<file path="src/rtl/seg_pkg.sv">
// Shared definitions for the seven-segment scanner: hex patterns, segment
// bit positions, scan phase type and the pin polarity helper.
package seg_pkg;

    localparam int SEG_W = 7;

    localparam int SEG_A = 0;
    localparam int SEG_B = 1;
    localparam int SEG_C = 2;
    localparam int SEG_D = 3;
    localparam int SEG_E = 4;
    localparam int SEG_F = 5;
    localparam int SEG_G = 6;

    // Active-high patterns, bit 0 = segment a through bit 6 = segment g
    localparam logic [SEG_W-1:0] HEX_SEG [16] = '{
        7'h3F, 7'h06, 7'h5B, 7'h4F, 7'h66, 7'h6D, 7'h7D, 7'h07,
        7'h7F, 7'h6F, 7'h77, 7'h7C, 7'h39, 7'h5E, 7'h79, 7'h71
    };

    typedef enum logic {
        PHASE_BLANK,
        PHASE_DIGIT
    } phase_t;

    function automatic logic [SEG_W-1:0] seg_polarity(input logic [SEG_W-1:0] lit,
                                                     input logic active_low);
        return active_low ? ~lit : lit;
    endfunction

endpackage

</file>
<file path="src/rtl/seg_decode.sv">
// Combinational hex-to-segment decoder; output is active-high and forced dark
// whenever blank is set.
import seg_pkg::*;

module seg_decode (
    input  logic [3:0]       nibble,
    input  logic             blank,
    output logic [SEG_W-1:0] seg
);

    logic [SEG_W-1:0] pattern;

    assign pattern = HEX_SEG[nibble];

    always_comb begin
        seg = '0;
        if (!blank) begin
            seg[SEG_A] = pattern[SEG_A];
            seg[SEG_B] = pattern[SEG_B];
            seg[SEG_C] = pattern[SEG_C];
            seg[SEG_D] = pattern[SEG_D];
            seg[SEG_E] = pattern[SEG_E];
            seg[SEG_F] = pattern[SEG_F];
            seg[SEG_G] = pattern[SEG_G];
        end
    end

endmodule

</file>
<file path="src/rtl/seg_scan.sv">
// Multiplexed seven-segment scanner with frame-synchronous shadow updates,
// per-slot anti-ghosting blanking and leading-zero suppression.
import seg_pkg::*;

module seg_scan #(
    parameter int DIGITS         = 6,
    parameter int SCAN_DIV       = 50000,
    parameter int BLANK_CYCLES   = 500,
    parameter int SEL_ACTIVE_LOW = 1,
    parameter int SEG_ACTIVE_LOW = 1
) (
    input  logic                  clk,
    input  logic                  rst,
    input  logic [4*DIGITS-1:0]   data_in,
    input  logic [DIGITS-1:0]     dp_in,
    input  logic [DIGITS-1:0]     en_in,
    input  logic                  lz_in,
    input  logic                  load,
    output logic [DIGITS-1:0]     sel_out,
    output logic [SEG_W-1:0]      seg,
    output logic                  dp_out,
    output logic                  frame_done
);

    localparam int CW = $clog2(SCAN_DIV);
    localparam int IW = $clog2(DIGITS);
    localparam logic SEL_INV = (SEL_ACTIVE_LOW != 0);
    localparam logic SEG_INV = (SEG_ACTIVE_LOW != 0);

    logic [CW-1:0]         cnt;
    logic [IW-1:0]         idx;
    logic                  last_cnt;
    logic                  boundary;

    logic [4*DIGITS-1:0]   pend_data, shd_data;
    logic [DIGITS-1:0]     pend_dp, shd_dp;
    logic [DIGITS-1:0]     pend_en, shd_en;
    logic                  pend_lz, shd_lz;

    logic [DIGITS-1:0]     suppress;
    logic                  chain;
    logic                  zero_nodp;

    phase_t                phase;
    logic [3:0]            cur_nib;
    logic                  cur_dp, cur_en, cur_sup;
    logic                  blank_digit;
    logic [SEG_W-1:0]      seg_lit;
    logic [DIGITS-1:0]     sel_lit;
    logic                  dp_lit;

    assign last_cnt = (cnt == CW'(SCAN_DIV - 1));
    assign boundary = last_cnt && (idx == IW'(DIGITS - 1));

    always_ff @(posedge clk) begin
        if (rst) begin
            cnt <= '0;
            idx <= '0;
        end else if (last_cnt) begin
            cnt <= '0;
            idx <= (idx == IW'(DIGITS - 1)) ? '0 : idx + 1'b1;
        end else begin
            cnt <= cnt + 1'b1;
        end
    end

    // Shadow takes the pre-edge pending value, so a load on the boundary
    // cycle lands in pending only and waits for the next frame.
    always_ff @(posedge clk) begin
        if (rst) begin
            pend_data <= '0;
            pend_dp   <= '0;
            pend_en   <= '1;
            pend_lz   <= 1'b0;
            shd_data  <= '0;
            shd_dp    <= '0;
            shd_en    <= '1;
            shd_lz    <= 1'b0;
        end else begin
            if (load) begin
                pend_data <= data_in;
                pend_dp   <= dp_in;
                pend_en   <= en_in;
                pend_lz   <= lz_in;
            end
            if (boundary) begin
                shd_data <= pend_data;
                shd_dp   <= pend_dp;
                shd_en   <= pend_en;
                shd_lz   <= pend_lz;
            end
        end
    end

    // Disabled digits pass the suppression chain through regardless of value
    always_comb begin
        suppress  = '0;
        chain     = shd_lz;
        zero_nodp = 1'b0;
        for (int i = DIGITS - 1; i >= 1; i--) begin
            zero_nodp   = (shd_data[4*i +: 4] == 4'h0) && !shd_dp[i];
            suppress[i] = chain && zero_nodp;
            chain       = chain && (zero_nodp || !shd_en[i]);
        end
    end

    always_comb begin
        cur_nib = '0;
        cur_dp  = 1'b0;
        cur_en  = 1'b0;
        cur_sup = 1'b0;
        sel_lit = '0;
        phase   = (cnt < CW'(BLANK_CYCLES)) ? PHASE_BLANK : PHASE_DIGIT;
        for (int i = 0; i < DIGITS; i++) begin
            if (idx == IW'(i)) begin
                cur_nib    = shd_data[4*i +: 4];
                cur_dp     = shd_dp[i];
                cur_en     = shd_en[i];
                cur_sup    = suppress[i];
                sel_lit[i] = (phase == PHASE_DIGIT);
            end
        end
        blank_digit = (phase == PHASE_BLANK) || !cur_en || cur_sup;
        dp_lit      = cur_dp && !blank_digit;
    end

    seg_decode u_decode (
        .nibble (cur_nib),
        .blank  (blank_digit),
        .seg    (seg_lit)
    );

    always_ff @(posedge clk) begin
        if (rst) begin
            sel_out    <= {DIGITS{SEL_INV}};
            seg        <= seg_polarity('0, SEG_INV);
            dp_out     <= SEG_INV;
            frame_done <= 1'b0;
        end else begin
            sel_out    <= sel_lit ^ {DIGITS{SEL_INV}};
            seg        <= seg_polarity(seg_lit, SEG_INV);
            dp_out     <= dp_lit ^ SEG_INV;
            frame_done <= boundary;
        end
    end

endmodule

</file>
<file path="config.mk">
export PLATFORM = sky130hd
export DESIGN_NAME = seg_scan
export DESIGN_NICKNAME = d
export VERILOG_FILES = /design/src/rtl/seg_pkg.sv /design/src/rtl/seg_decode.sv /design/src/rtl/seg_scan.sv
export SDC_FILE = /design/constraint.sdc
export NUM_CORES = 1
export LEC_CHECK = 0
export CAP_MARGIN = 30
export CORE_ASPECT_RATIO = 1.4
export CORE_UTILIZATION = 55
export DETAILED_ROUTE_END_ITERATION = 10
export PLACE_DENSITY = 0.79
export REMOVE_ABC_BUFFERS = 1
export SLEW_MARGIN = 20
export SYNTH_ARGS = -nofsm -noshare
export SYNTH_HDL_FRONTEND = slang
export SYNTH_SLANG_ARGS = --single-unit
</file>
<file path="constraint.sdc">
create_clock -name clk -period 3.1 [get_ports clk]
set_input_delay 0.62 -clock clk [delete_from_list [all_inputs] [get_ports clk]]
set_output_delay 0.62 -clock clk [all_outputs]
set_load 0.005 [all_outputs]
</file>
Word-level counts from Yosys, hierarchy flattened. Memories as Yosys holds them, arrays and structs flattened. Index checks and enable logic that the tools add are counted. Widths: inputs -> output; s select.

Register bits: 108. Bits in latches: 0. Bits in writable memories: 0. ROM bits: 112. Bits of input ports: 40. Output and inout bits: 15. Word-level logic and storage cells: 103. Memories: 1.

Add/sub/neg operators: 2. Multiply operators: 0. Divide/modulo/power cells: 0. $lt $le $gt $ge: 2. Equality and inequality tests: 6. Shifts and indexed selects: 0. Multiplexer cells: 34. Bitwise gates (word level): 4. Reduce and logical (&&, ||, !) cells: 40.

Memories: (name not given) (depth 16, bits a word 7, rd ports 1, clocked after Yosys merged registers in 0, wr ports 0, line seg_decode.sv:13) `assign pattern = HEX_SEG[nibble];`.

Operators with widths (number): $mux 1 (24); $mux 4 (6); $mux 7 (3); $logic_not 4->1 (5); $add 16x1->16 const B (1); $eq 16x16->1 const B (1); $logic_and 1x1->1 (16); $lt 16x9->1 const B (1); $logic_not 1->1 (11); $not 7->7 (1); $eq 3x2->1 const B (2); $eq 3x3->1 const B (2); $logic_or 1x1->1 (6); $not 6->6 (1); $ge 5x5->1 const B (1); $not 4->5 (1); $add 3x1->3 const B (1); $eq 3x1->1 const B (1); $logic_not 3->1 (1); $mux 3 (1); $reduce_or 2->1 (1); $not 1->1 (1).

Depth between registers and ports, before layout. Gate-level depths: netlist of run 1.

Word-level depth: 17. Gate-level depth with buffers: 13. Gate-level depth less buffers: 10.

Modules after synthesis. A second synthesis of run 1 with hierarchy kept.

Cells, all modules: 512. Area, all modules: 4718.3 um^2.

By module, submodules not included: seg_scan (instances 1, cells an instance 477, area an instance 4456.8 um^2, sequential area each 2162.1 um^2); seg_decode (instances 1, cells an instance 35, area an instance 261.5 um^2, sequential area each 0.0 um^2).

Worst setup path after synthesis of run 1. No wires, ideal clock.

Path kind: register -> register. From: register idx[0]. To: register seg[0]. Setup time: 0.133 ns. Arrival: 2.585 ns. Data required time: 2.967 ns. Slack: 0.381 ns. Stages on the path, launching flop included: 14. Buffers on the path: 3. Clock period less this slack: 2.719 ns. Cells stage by stage: dfxtp_1 > buf_4 > clkbuf_1 > and2_1 > ha_1 > buf_2 > nand3_1 > o221ai_1 > a21oi_1 > inv_1 > ha_1 > or3_1 > o221ai_1 > nand2_1.

Longest elaborated chain between the ends: 13. Elaborated cells on any way between the ends: 32. Classes of those cells: 5 x eq/ne; 20 x mux; 2 x bitwise; 4 x reduce/logical; 1 x memory.

Ends and longest elaborated chain: from (decl) (line seg_scan.sv:31) `logic [IW-1:0] idx;`; from (signal assigned) (line seg_scan.sv:61) `idx <= (idx == IW'(DIGITS - 1)) ? '0 : idx + 1'b1;`; $logic_not 3->1 (line seg_scan.sv:115) `if (idx == IW'(i)) begin`; $mux 4 (6 in series) (line seg_scan.sv:115); $not 4->5 (implied by the code) (line seg_decode.sv:13); $mem_v2 16x7; $mux 7 (implied by the code) (2 in series) (line seg_decode.sv:13); $mux 7 (*) (line seg_decode.sv:17) `if (!blank) begin`; $not 7->7 (*) (line seg_pkg.sv:28) `return active_low ? ~lit : lit;`; to (signal assigned) (line seg_scan.sv:136) `seg <= seg_polarity('0, SEG_INV);`; to (signal assigned) (line seg_scan.sv:141) `seg <= seg_polarity(seg_lit, SEG_INV);`; to (decl) (line seg_scan.sv:20) `output logic [SEG_W-1:0] seg,`.

Mark *: on every way between the ends. The rest lies on a longest branch, timed or not. The select of a mux whose other input is x is not followed. A chain may end at the register's enable or synchronous reset.

Final worst setup path of run 1.
From: register idx[2]. To: register seg[5].

Same word-level chain as after synthesis.

==> results.yml, run 1 <==
floorplan:
  core_um2: 8150
  dieArea_um2: 8790
  die_x_um: 79.5
  io_pins: 55
  die_h_um: 111
  rows: 39
  initial_core_util: 0.568
yosys:
  synthAdderAreaFrac: 0.0216
  synth_top_area_cell: "dfxtp_1"
  synthSimpleGateAreaFrac: 0.219
  muxShareOfSynthArea: 0.101
  synth-edff-count: 0
  synth_compound_area_frac: 0.114
  yosysWarnings: 0
  async_flop_share: 0
  syn_inst: 516
  synth_top_family_by_area: "simple AND/OR/NAND/NOR gates"
  synth_cell_types: 48
  yosys_most_used_dff: "dfxtp_1"
  synth.most_common_cell: "dfxtp_1"
  seq_area_frac_synth: 0.467
  ys_ff_latch: 108
  synth_xor_area_frac: 0.0284
  synth_common_cells: "108 x dfxtp_1, 92 x nand2_1, 63 x nor2_1"
  synthTopCellsByArea: "dfxtp_1 47%, mux2i_1 8.9%, nand2_1 7.5%"
  synth_top_area_share: 0.467
  syn-cell-area_um2: 4630
  synth.avg_cell_area_um2: 8.97
worst_setup_path:
  rr_worst_depth: 10
  crit_arrival_ns: 2.89
  slowest_stage: "dfxtp_1"
  r2r_end: "seg[5]"
  worstSetupEndpointType: "flop"
  cp_slowest_stage_delay_ns: 0.55
  worstPathCellList: "inv_1 > ha_1 > nand3b_1 > o21ai_0 > a21oi_1 > inv_1 > ha_1 > mux2_2 > nand2_1 > o211ai_1"
  timing.rr.start: "idx[2]"
  path_buf_inv: 2
  required_ns: 3.30
  worstSetupStartpointType: "flop"
  crit_family: "adder cells"
  crit_fanout: 14
  crit_type: "reg2reg"
  r2r_slack_ns: 0.41
worst_hold_path:
  hp-class: "reg2reg"
  hold_depth: 2
  hold_end: "shd_data[19]"
  hold_path.startpoint: "pend_data[19]"
timing:
  setup_viol: 0
  finalCritPeriodShare: 0.869
  rsz0062_at_grt: "false"
  hold_viol: 0
  relSlewSlack: 0.508
  fmax_ghz: 0.371
  finalMaxSlewViolations: 0
  tns_ns: 0
  min_period_ns: 2.69
  clock_skew_ns: 0.00669
  tightest_slew_ns: 0.736
final_layout:
  multi_input_area_um2: 2240
  area_growth_pct: 18.6
  fill_cells: 657
  final_nets: 605
  num_antenna_cells: 0
  final_util: 0.674
  regArea_um2: 2160
  drive_gt1_frac: 0.0677
clock_tree:
  root_buffer: "clkbuf_16"
  cts_sinks: 108
  cts_max_path_buffers: 2
  clock_latency_ns: 0.35
  cts_max_level: 3
  cts_tree: "built"
  post_cts_buffers: 0
  clk_pin_slew_ns: 0.07
  numCtsBuffers: 9
  cts_resized: 0
  hold_buffers: 0
placed_design:
  portBuffers: 54
  dpl.hpwl_um: 6610
  place_congestion: 0.906
grt:
  grt_usage: 0.234
  grt_pass1_wl_um: 16100
  overflow: 0
  grtUsageMet2: 0.402
  busiest_layer: "met2"
  grt_pass1_vias: 3520
  met1_usage: 0.277
  antenna_found_initial: 0
  globalRouteMet3Util: 0.0430
  grt_max_degree: 62
drt:
  viasPerCell: 5.49
  drtIter0Drc: 208
  drt-total-wl_um: 9560
  first_pass_iters: 4
  via_count: 3641
  wl_per_cell_um: 14.4
  route.detailed.drc: 0
  antenna_left: 0
power_and_ir_drop:
  irDropWorstVdd_mv: 0.292
  switching_power_uw: 559
  power_density_nw_per_um2: 488
  p_int_uw: 2120
  comb_power_share: 0.051
  total_power_uw: 2680
  p_seq_frac: 0.536
  switching_share: 0.209
  pwr-share-clk: 0.413
  leakage_uw: 0.00206
status:
  status: "finished clean"
run:
  drv_cap: 0
[layer usage]
layer / vias to the layer above / wire length (µm)
li1: 1850 / -
met1: 1696 / 4160
met2: 76 / 4880
met3: 19 / 273
met4: 0 / 250
met5: - / 0
[worst reg2reg max path: stages (launching register included)]
cell      delay, ns
dfxtp_1        0.55
inv_1          0.14
ha_1           0.38
nand3b_1       0.14
o21ai_0        0.09
a21oi_1        0.40
inv_1          0.16
ha_1           0.27
mux2_2         0.28
nand2_1        0.07
o211ai_1       0.08
[layout by cell type, fill, tap and decap left out, drive strengths merged, types with 8 or more instances in the layout]
cell	Yosys	routed
dfxtp	108	108
nor2b	8	8
a21oi	43	43
inv	9	9
nand3	12	12
buf	21	12
nand2	92	92
mux2i	41	41
xnor2	10	10
o21ai	9	9
ha	8	8
clkdlybuf4s50	0	52
clkbuf	13	11
a211o	8	8
nor2	63	63
[worst max-delay path by stage]
stage,startpoint,cells after the start,endpoint,slack (ns)
global placement,idx[2],10,seg[5],0.58
floorplan,idx[0],9,seg[0],0.37
finish,idx[2],10,seg[5],0.41
detailed placement,idx[2],10,seg[5],0.45
global route,idx[2],10,seg[5],0.09
CTS,idx[2],10,seg[5],0.42
[sequential cells by signal, summed over array words and instances (netlist names)]
signal and flops:
seg 7, pend_en 6, shd_data 24, dp_out 1
sel_out 6, shd_lz 1, idx 3, cnt 16
pend_lz 1, shd_dp 6, pend_data 24, pend_dp 6
shd_en 6, frame_done 1
[through the flow]
step	hold slack (ns)	worst slack [ns]	cell area (µm²)	cells
2_1_floorplan	0.425	0.373	4430	482
3_3_place_gp	0.441	0.578	5180	647
3_5_place_dp	0.446	0.450	5200	648
4_1_cts	0.454	0.422	5490	663
5_1_grt	0.470	0.0899	5490	663
6_report	0.452	0.406	5490	663
[layout make-up]
cell class	instances	area share
Multi-Input combinational cell	365	0.409
Sequential cell	108	0.394
Timing Repair Buffer	64	0.116
Clock buffer	11	0.0424
Tap cell	102	0.0233
Clock inverter	4	0.00935
Inverter	9	0.00615
[power groups by stage]
| stage | clock (µW) | combinational, µW | sequential, µW |
|---|---|---|---|
| 2_1_floorplan | 0 | 50.6 | 1460 |
| 3_3_place_gp | 0 | 132 | 1470 |
| 3_5_place_dp | 0 | 137 | 1470 |
| 4_1_cts | 1120 | 138 | 1440 |
| 5_1_grt | 1180 | 150 | 1440 |
| 6_report | 1110 | 136 | 1440 |
[cell families after synthesis]
family / count (synthesis)
AND/OR/NAND/NOR: 214
flip-flops: 108
AO/OA/AOI/OAI: 82
multiplexers: 46
buffers and inverters: 43
XOR/XNOR: 15
adder cells (fa/ha/maj): 8
Power figures use the tool's default switching activity.
==> run 2: changes to the inputs <==
==> constraint.sdc (replaced) <==
create_clock -name clk -period 3.1 [get_ports clk]
set_input_delay 0.465 -clock clk [delete_from_list [all_inputs] [get_ports clk]]
set_output_delay 0.465 -clock clk [all_outputs]
set_load 0.005 [all_outputs]
==> run 2 against run 1 <==
Compared with the run above: via count is 0.85% lower; core utilization is 0.26 points lower; critical path depth stayed put; power is 1.7% lower; wire length is 2.7% lower; register-to-register slack worse by 0.02 ns; critical path type unchanged; fmax is 0.56% lower.
==> results.yml, run 2 (synthesis results as in run 1) <==
final_layout:
  final_nets: 605
  final_common_cell: "dfxtp_1"
  drive_gt1_frac: 0.0713
  reg.largest.list: "pend_data x24, shd_data x24, cnt x16"
  fin_area_um2: 5470
  num_antenna_cells: 0
  area_growth_pct: 18.1
  final_cell_mix: "108 x dfxtp_1, 92 x nand2_1, 63 x nor2_1, 52 x clkdlybuf4s50_1, 43 x a21oi_1"
power_and_ir_drop:
  power_density_nw_per_um2: 482
  pwr-share-clk: 0.404
  p_int_uw: 2060
  switching_share: 0.217
  switching_power_uw: 571
  comb_power_share: 0.051
  p_seq_frac: 0.546
  leakage_uw: 0.00206
  irDropWorstVdd_mv: 0.355
grt:
  antenna_found_initial: 0
  grt_pass1_wl_um: 15600
  grt_usage: 0.226
  overflow: 0
  grt_pass1_vias: 3481
  grt_max_degree: 62
clock_tree:
  clk_pin_slew_ns: 0.07
  cts_max_path_buffers: 2
  cts_tree: "built"
  cts_sinks: 108
  hold_buffers: 0
  cts_resized: 0
  post_cts_buffers: 0
  numCtsBuffers: 9
  root_buffer: "clkbuf_16"
  clock_latency_ns: 0.35
  cts_max_level: 3
run:
  drv_cap: 0
timing:
  fmax_ghz: 0.369
  setup_viol: 0
  finalCritPeriodShare: 0.874
  rsz0062_at_grt: "false"
  min_period_ns: 2.71
  clock_skew_ns: 0.00787
  tns_ns: 0
  tightest_slew_ns: 0.721
  hold_viol: 0
  relSlewSlack: 0.518
  finalMaxSlewViolations: 0
status:
  status: "finished clean"
placed_design:
  place_congestion: 0.907
  place_area_um2: 5190
  dpl.hpwl_um: 6600
  portBuffers: 54
floorplan:
  die_h_um: 111
  dieArea_um2: 8790
  core_um2: 8150
  io_pins: 55
  initial_core_util: 0.568
  rows: 39
  die_x_um: 79.5
drt:
  wl_per_cell_um: 14.0
  drtIter0Drc: 179
  antenna_left: 0
  first_pass_iters: 4
  route.detailed.drc: 0
  drt-total-wl_um: 9300
  via_count: 3610
  viasPerCell: 5.44
worst_setup_path:
  crit_arrival_ns: 2.91
  cp_slowest_stage_delay_ns: 0.57
  slowest_stage: "dfxtp_1"
  crit_type: "reg2reg"
  worstPathCellList: "inv_1 > ha_1 > nand3b_1 > o21ai_0 > a21oi_1 > inv_1 > ha_1 > mux2_2 > nand2_1 > o211ai_1"
  worstSetupEndpointType: "flop"
  timing.rr.start: "idx[2]"
  worstSetupStartpointType: "flop"
  rr_worst_depth: 10
  crit_fanout: 14
  r2r_end: "seg[5]"
  r2r_slack_ns: 0.39
  required_ns: 3.30
worst_hold_path:
  hold_depth: 2
  hold_path.startpoint: "pend_dp[1]"
  hold_end: "shd_dp[1]"
  hp-class: "reg2reg"
## run 2: cell types whose count changed in the layout (fill, tap and decap cells not counted)
cell,delta
clkbuf_1,-2
inv_6,+2
buf_12,-1
buf_4,+1
bufinv_16,-1
clkbuf_8,+1
clkinv_2,+1
clkinvlp_4,-1
## run 2: worst max-delay path by stage
stage,startpoint,endpoint,slack [ns],depth (start not counted)
3_5_place_dp,idx[2],seg[5],0.46,10
5_1_grt,idx[2],seg[5],0.15,10
4_1_cts,idx[2],seg[5],0.42,10
3_3_place_gp,idx[2],seg[5],0.57,10
2_1_floorplan,idx[0],seg[0],0.37,9
6_report,idx[2],seg[5],0.39,10
## run 2: critical path: cells and delay by family (launching register included)
family | cells | cell delay (ns)
fa+ha+maj | 2 | 0.65
mux | 1 | 0.28
buf+inv | 2 | 0.30
simple gates | 2 | 0.21
compound gates | 3 | 0.53
flops | 1 | 0.57
## run 2: per-layer routing
layer	wire [µm]	GRT usage	part of all wire
met5	0	0	0
met4	206	0.108	0.022
met3	254	0.0331	0.027
met2	4760	0.397	0.51
met1	4070	0.262	0.44
## run 2: cell type report
| class | instances | area (µm²) |
|---|---|---|
| Clock buffer | 10 | 239 |
| Clock inverter | 5 | 36.3 |
| Fill cell | 661 | 2680 |
| Inverter | 9 | 33.8 |
| Multi-Input combinational cell | 365 | 2240 |
| Sequential cell | 108 | 2160 |
| Tap cell | 102 | 128 |
| Timing Repair Buffer | 64 | 626 |
## run 2: per-stage QoR
step                total power [µW]  utilization  std cells  hold slack [ns]  setup slack, ns
global placement                1600        0.634        647            0.441            0.573
CTS                             2650        0.671        663            0.456            0.422
detailed placement              1600        0.637        648            0.447            0.456
global route                    2720        0.671        663            0.472            0.148
finish                          2630        0.671        663            0.453            0.391
floorplan                       1510            -        482            0.425            0.373
## run 2: power groups by stage
stage / Sequential, µW / Clock (µW) / Combinational (µW)
after detailed placement: 1470 / 0 / 135
after global placement: 1470 / 0 / 131
after floorplan: 1460 / 0 / 50.6
after global routing: 1440 / 1130 / 147
final: 1440 / 1060 / 134
after CTS: 1440 / 1080 / 135
